--- config.mk ---
export PLATFORM = sky130hd
export DESIGN_NAME = img_mem_ctrl
export DESIGN_NICKNAME = d
export VERILOG_FILES = /design/src/rtl/img_mem_ctrl_pkg.sv /design/src/rtl/img_pix_counter.sv /design/src/rtl/img_mem_ctrl.sv
export SDC_FILE = /design/constraint.sdc
export NUM_CORES = 1
export LEC_CHECK = 0
export BUFFER_PORTS_ARGS = -buffer_cell sky130_fd_sc_hd__buf_2
export CAP_MARGIN = 20
export CORE_MARGIN = 2
export CORE_UTILIZATION = 46
export CTS_CLUSTER_SIZE = 16
export DETAILED_ROUTE_END_ITERATION = 12
export PLACE_DENSITY = 0.89
export SLEW_MARGIN = 20
export SYNTH_ARGS = -nofsm -noshare
export SYNTH_HDL_FRONTEND = slang
export SYNTH_SLANG_ARGS = --single-unit
--- constraint.sdc ---
create_clock -name clk -period 2 [get_ports clk]
set_input_delay 0 -clock clk [delete_from_list [all_inputs] [get_ports clk]]
set_output_delay 0 -clock clk [all_outputs]
set_load 0.03 [all_outputs]
--- src/rtl/img_mem_ctrl_pkg.sv ---
// Shared types and constants for the image memory controller.
package img_mem_ctrl_pkg;

    // Default geometry: one 28x28 image of 8-bit pixels.
    localparam int unsigned NPIX_DEFAULT = 784;
    localparam int unsigned PIX_W        = 8;
    localparam int unsigned IMG_AW       = 10;

    // Ownership of the image buffer.
    typedef enum logic [1:0] {
        LOAD    = 2'd0,
        FULL    = 2'd1,
        COMPUTE = 2'd2
    } state_e;

endpackage

--- src/rtl/img_pix_counter.sv ---
// Pixel write counter: counts 0..NPIX-1, wraps to 0 after the last pixel.
module img_pix_counter
    import img_mem_ctrl_pkg::*;
#(
    parameter int unsigned NPIX = NPIX_DEFAULT,
    parameter int unsigned AW   = IMG_AW
) (
    input  logic          clk,
    input  logic          reset,
    input  logic          clear,
    input  logic          inc,
    output logic [AW-1:0] count,
    output logic          last
);

    localparam logic [AW-1:0] LastIdx = AW'(NPIX - 1);

    logic [AW-1:0] count_q;
    logic [AW-1:0] count_d;

    assign count = count_q;
    assign last  = (count_q == LastIdx);

    // Next count: clear wins over increment; wrap at the last pixel.
    always_comb begin
        count_d = count_q;
        if (clear) begin
            count_d = '0;
        end else if (inc) begin
            count_d = last ? '0 : count_q + AW'(1);
        end
    end

    // Count register.
    always_ff @(posedge clk or posedge reset) begin
        if (reset) begin
            count_q <= '0;
        end else begin
            count_q <= count_d;
        end
    end

endmodule

--- src/rtl/img_mem_ctrl.sv ---
// Image buffer controller: arbitrates a single-port RAM between the host
// loader and the compute engine, one complete image at a time.
module img_mem_ctrl
    import img_mem_ctrl_pkg::*;
#(
    parameter int unsigned NPIX = NPIX_DEFAULT,
    parameter int unsigned DW   = PIX_W,
    parameter int unsigned AW   = IMG_AW
) (
    input  logic          clk,
    input  logic          reset,
    input  logic          wr_valid,
    input  logic [DW-1:0] wr_data,
    output logic          wr_ready,
    input  logic          start,
    input  logic          rd_req,
    input  logic [AW-1:0] rd_addr,
    output logic          rd_valid,
    output logic [DW-1:0] rd_data,
    input  logic          compute_done,
    input  logic          abort,
    output logic          img_ready,
    output logic          busy,
    output logic [AW-1:0] mem_addr,
    output logic          mem_we,
    output logic [DW-1:0] mem_wdata,
    input  logic [DW-1:0] mem_rdata
);

    state_e state_q;
    state_e state_d;

    logic          accept;
    logic          rd_fire;
    logic          rd_in_range;
    logic [AW-1:0] wr_cnt;
    logic          wr_last;
    logic [AW-1:0] mem_addr_q;
    logic          rd_valid_q;
    logic          rd_oob_q;

    assign wr_ready    = (state_q == LOAD);
    assign accept      = wr_valid & wr_ready;
    assign rd_fire     = rd_req & (state_q == COMPUTE);
    assign rd_in_range = (32'(rd_addr) < NPIX);
    assign img_ready   = (state_q == FULL);
    assign busy        = (state_q == COMPUTE);

    // A write in the abort cycle still lands in RAM but the count restarts.
    img_pix_counter #(
        .NPIX (NPIX),
        .AW   (AW)
    ) u_pix_counter (
        .clk   (clk),
        .reset (reset),
        .clear (abort),
        .inc   (accept & ~abort),
        .count (wr_cnt),
        .last  (wr_last)
    );

    // Next-state logic; abort overrides every other request.
    always_comb begin
        state_d = state_q;
        if (abort) begin
            state_d = LOAD;
        end else begin
            unique case (state_q)
                LOAD:    if (accept && wr_last) state_d = FULL;
                FULL:    if (start)             state_d = COMPUTE;
                COMPUTE: if (compute_done)      state_d = LOAD;
                default:                        state_d = LOAD;
            endcase
        end
    end

    // State register.
    always_ff @(posedge clk or posedge reset) begin
        if (reset) begin
            state_q <= LOAD;
        end else begin
            state_q <= state_d;
        end
    end

    // RAM port mux; out-of-range reads leave the address bus untouched.
    always_comb begin
        mem_we    = accept;
        mem_wdata = accept ? wr_data : '0;
        mem_addr  = mem_addr_q;
        if (accept) begin
            mem_addr = wr_cnt;
        end else if (rd_fire && rd_in_range) begin
            mem_addr = rd_addr;
        end
    end

    // Address hold and read-pipeline tracking.
    always_ff @(posedge clk or posedge reset) begin
        if (reset) begin
            mem_addr_q <= '0;
            rd_valid_q <= 1'b0;
            rd_oob_q   <= 1'b0;
        end else begin
            mem_addr_q <= mem_addr;
            rd_valid_q <= rd_fire;
            rd_oob_q   <= rd_fire & ~rd_in_range;
        end
    end

    // RAM data arrives with the valid; out-of-range reads return zero.
    assign rd_valid = rd_valid_q;
    assign rd_data  = (rd_valid_q && !rd_oob_q) ? mem_rdata : '0;

endmodule

==> impl_metrics.json <==
{
  "power.density_cell_area_nw_per_um2": 544,
  "power.static_leakage_nw": 1.01,
  "die-height_microns": 57.9,
  "dr_total_vias": 1498,
  "clock_root_buffer": "clkbuf_4",
  "syn_nets": 185,
  "power.ir.vdd_worst_mv": 0.638,
  "ff_latch_area_sq_um": 601,
  "report.final.slew_viol_count": 0,
  "antenna_violations_before_repair": 0,
  "post-route-util_pct": 72.6,
  "ys_seq_area_share_pct": 44.9,
  "design.die.area_sq_um": 3350,
  "rows": 19,
  "drt_first_iter_violations": 62,
  "count_of_filler_cells_inserted_in_the_layout": 182,
  "timing_hold_violations_final": 0,
  "wl_per_instance_microns": 14.9,
  "critPathCaptureType": "output port",
  "hold_path.startpoint": "wr_valid",
  "netlist-cell-type-count": 37,
  "depth_of_the_worst_register_to_register_path": 5,
  "clock.fmax_mhz": 506,
  "chipWidth_microns": 57.9,
  "antennaDiodeCount": 0,
  "r2r_setup_slack_ns": 0.11,
  "path_max_fanout": 6,
  "final_net_count": 271,
  "fin_worst_hold_slack_ns": 0.0290,
  "clock_skew_ns": 0.00669,
  "timing.max_slew.rel_slack_pct": 39.5,
  "syn_area_sq_um": 1340,
  "grt_remaining_overflow": 0,
  "timing.critical_path.from_type": "flop",
  "multi_input_logic_area_sq_um": 751,
  "worst-endpoint-required_ns": 2.00,
  "io_buffer_count": 63,
  "status": "finished, final reports clean",
  "pin_count_of_the_biggest_net_entering_global_routing": 25,
  "post_drt_via_cell_ratio": 5.61,
  "ctsHtreeMaxLevel": 1,
  "num_io_pins": 64,
  "holdPathStages": 3,
  "synth_cells": 151,
  "postSynthAreaPerCell_sq_um": 8.86,
  "tritoncts": "done",
  "timing.rr.end": "u_pix_counter.count[4]",
  "place.detailed.hpwl_mm": 2.41,
  "yosysWarnings": 0,
  "period_needed_ns": 1.98,
  "layout-drive-gt1-share_pct": 37.3,
  "synthToLayoutAreaGrowth_pct": 49.8,
  "yosys_register_bits": 24,
  "rsz0062_at_grt": "true",
  "setup-tns-final_ns": 0,
  "cap_violations": 0,
  "worstReg2RegStart": "state_q[0]",
  "period_share_pct": 98.8,
  "worst_setup_hold_path_clk_slew_ns": 0.14,
  "cts_buffer_depth": 2,
  "detailedRoute.firstPassIterationCount": 6,
  "hold_path.class": "input pin to flop",
  "drc": 0,
  "groute.usage.overall_pct": 22.6,
  "final-setup-viol-count": 0,
  "core_area_sq_um": 2760,
  "clock_sinks": 24,
  "gpl.final_weighted_congestion": 0.799,
  "worstHoldEndpoint": "state_q[0]",
  "grt_pass1_vias": 1316,
  "critPathKind": "flop to output port",
  "route.final.wire_length_mm": 3.98,
  "clk-insertion-delay-late_ns": 0.32,
  "grt_pass1_wl_mm": 5.83,
  "postRouteAntennaNets": 0,
  "critical_path_arrival_ns": 1.98,
  "cts_inserted_buffers": 3,
  "start_util_pct": 48.5,
  "timing_worst_slew_pin_value_ns": 0.907
}
cell usage in the layout, fill, tap and decap left out, types with 5 or more instances in the layout:
cell and instances:
buf_2 54, nand2_1 24, dfrtp_1 24, nor2_1 18, and2_1 16, dlygate4sd3_1 14, buf_4 14, a31oi_1 8
inv_1 5, nand3_1 5
sequential cells by signal, indices dropped and copies added (netlist names):
| name | count |
|---|---|
| mem_addr_q | 10 |
| rd_oob_q | 1 |
| rd_valid | 1 |
| state_q | 2 |
| u_pix_counter.count | 10 |
cell type report:
class / count / share of cell area, %
clock buffer: 3 / 1.12
clock inverter: 1 / 1.50
sequential: 24 / 30.0
inverter: 6 / 1.12
multi-input combinational: 118 / 37.5
timing repair buffer: 84 / 26.9
tap: 31 / 1.94
cell usage after synthesis:
cell type   n  area (sq um)
and2_1     16           100
buf_2       1          5.00
xor2_1      2          17.5
nand2b_1    2          12.5
a21oi_1     3          15.0
inv_1       6          22.5
o21ai_0     3          15.0
a41oi_1     2          17.5
nand3b_1    1          7.51
ha_1        1          12.5
or2_2       1          6.26
a22oi_1     1          7.51
nand4_1     1          6.26
nor4b_1     1          8.76
nor2_1     18          67.6
a2111oi_0   1          8.76
nand2_1    24          90.1
nor3b_2     1          12.5
o22ai_1     2          12.5
nand3_1     5          25.0
nor3_1      2          10.0
a31o_2      1          8.76
nor2b_1     2          12.5
a21o_1      2          15.0
or4_4       1          11.3
buf_6       1          11.3
dfrtp_1    24           601
and3_1      3          18.8
a31oi_4     1          21.3
xnor2_1     1          8.76
a311oi_2    1          15.0
buf_1       1          3.75
a31oi_1    12          75.1
a22o_1      3          26.3
or3b_4      1          11.3
clkbuf_1    2          7.51
and4b_1     1          10.0
worst max-delay path by stage:
stage	startpoint	to	slack (ns)
after floorplan	state_q[0]	mem_addr_q[8]	-0.16
after global placement	u_pix_counter.count[6]	u_pix_counter.count[6]	0.28
final	state_q[0]	mem_addr[7]	0.02
after detailed placement	state_q[1]	u_pix_counter.count[9]	0.24
after global routing	state_q[0]	mem_addr[6]	-0.07
after CTS	state_q[0]	mem_addr[6]	0.008
through the flow:
step | instances | power (mW) | setup slack [ns] | cell area (sq um)
after detailed placement | 242 | 0.692 | 0.242 | 1680
final | 267 | 1.09 | 0.0237 | 2000
after floorplan | 151 | 0.625 | -0.156 | 1340
after CTS | 263 | 1.07 | 0.00817 | 1910
after global routing | 267 | 1.13 | -0.0654 | 2000
after global placement | 242 | 0.688 | 0.276 | 1680
what timing repair did:
action / CTS / global route
hold endpoints to repair: 38 / 0
gates cloned: 2 / 0
pin swaps: 1 / 1
hold buffers: 14 / 0
setup buffers: 1 / 4
setup endpoints to repair: 15 / 15
resized for setup: 3 / 21
cell families (layout without fill, tap and decap cells):
| group | after synthesis | after routing | synth area share (%) |
|---|---|---|---|
| adder cells (fa/ha/maj) | 1 | 1 | 0.935 |
| flip-flops | 24 | 24 | 44.9 |
| buffers and inverters | 11 | 94 | 3.74 |
| AO/OA/AOI/OAI | 32 | 33 | 17.8 |
| AND/OR/NAND/NOR | 80 | 81 | 30.7 |
| XOR/XNOR | 3 | 3 | 1.96 |
worst max-delay path, cell delays in order, from the launching register on:
cell,delay (ns)
dfrtp_1,0.46
nand3b_1,0.35
a31oi_4,0.32
nand2_1,0.13
a31oi_4,0.22
buf_6,0.16
routing by layer:
layer  vias to the layer above  part of all wire, %  global-route usage (%)
met2                        74                   50                    39.6
met1                       701                   40                    28.3
li1                        704                    -                       -
met3                        19                  7.2                    5.13
met4                         0                  2.5                    5.32
met5                         -                    0                       0
report_power, final:
part           internal, mW  leakage (nW)  switching (mW)
registers             0.501         0.321         0.00858
clock network         0.203        0.0279           0.154
logic                0.0946         0.665           0.130
total                 0.798          1.01           0.292
Note: power is estimated with default switching activity, not from simulation.
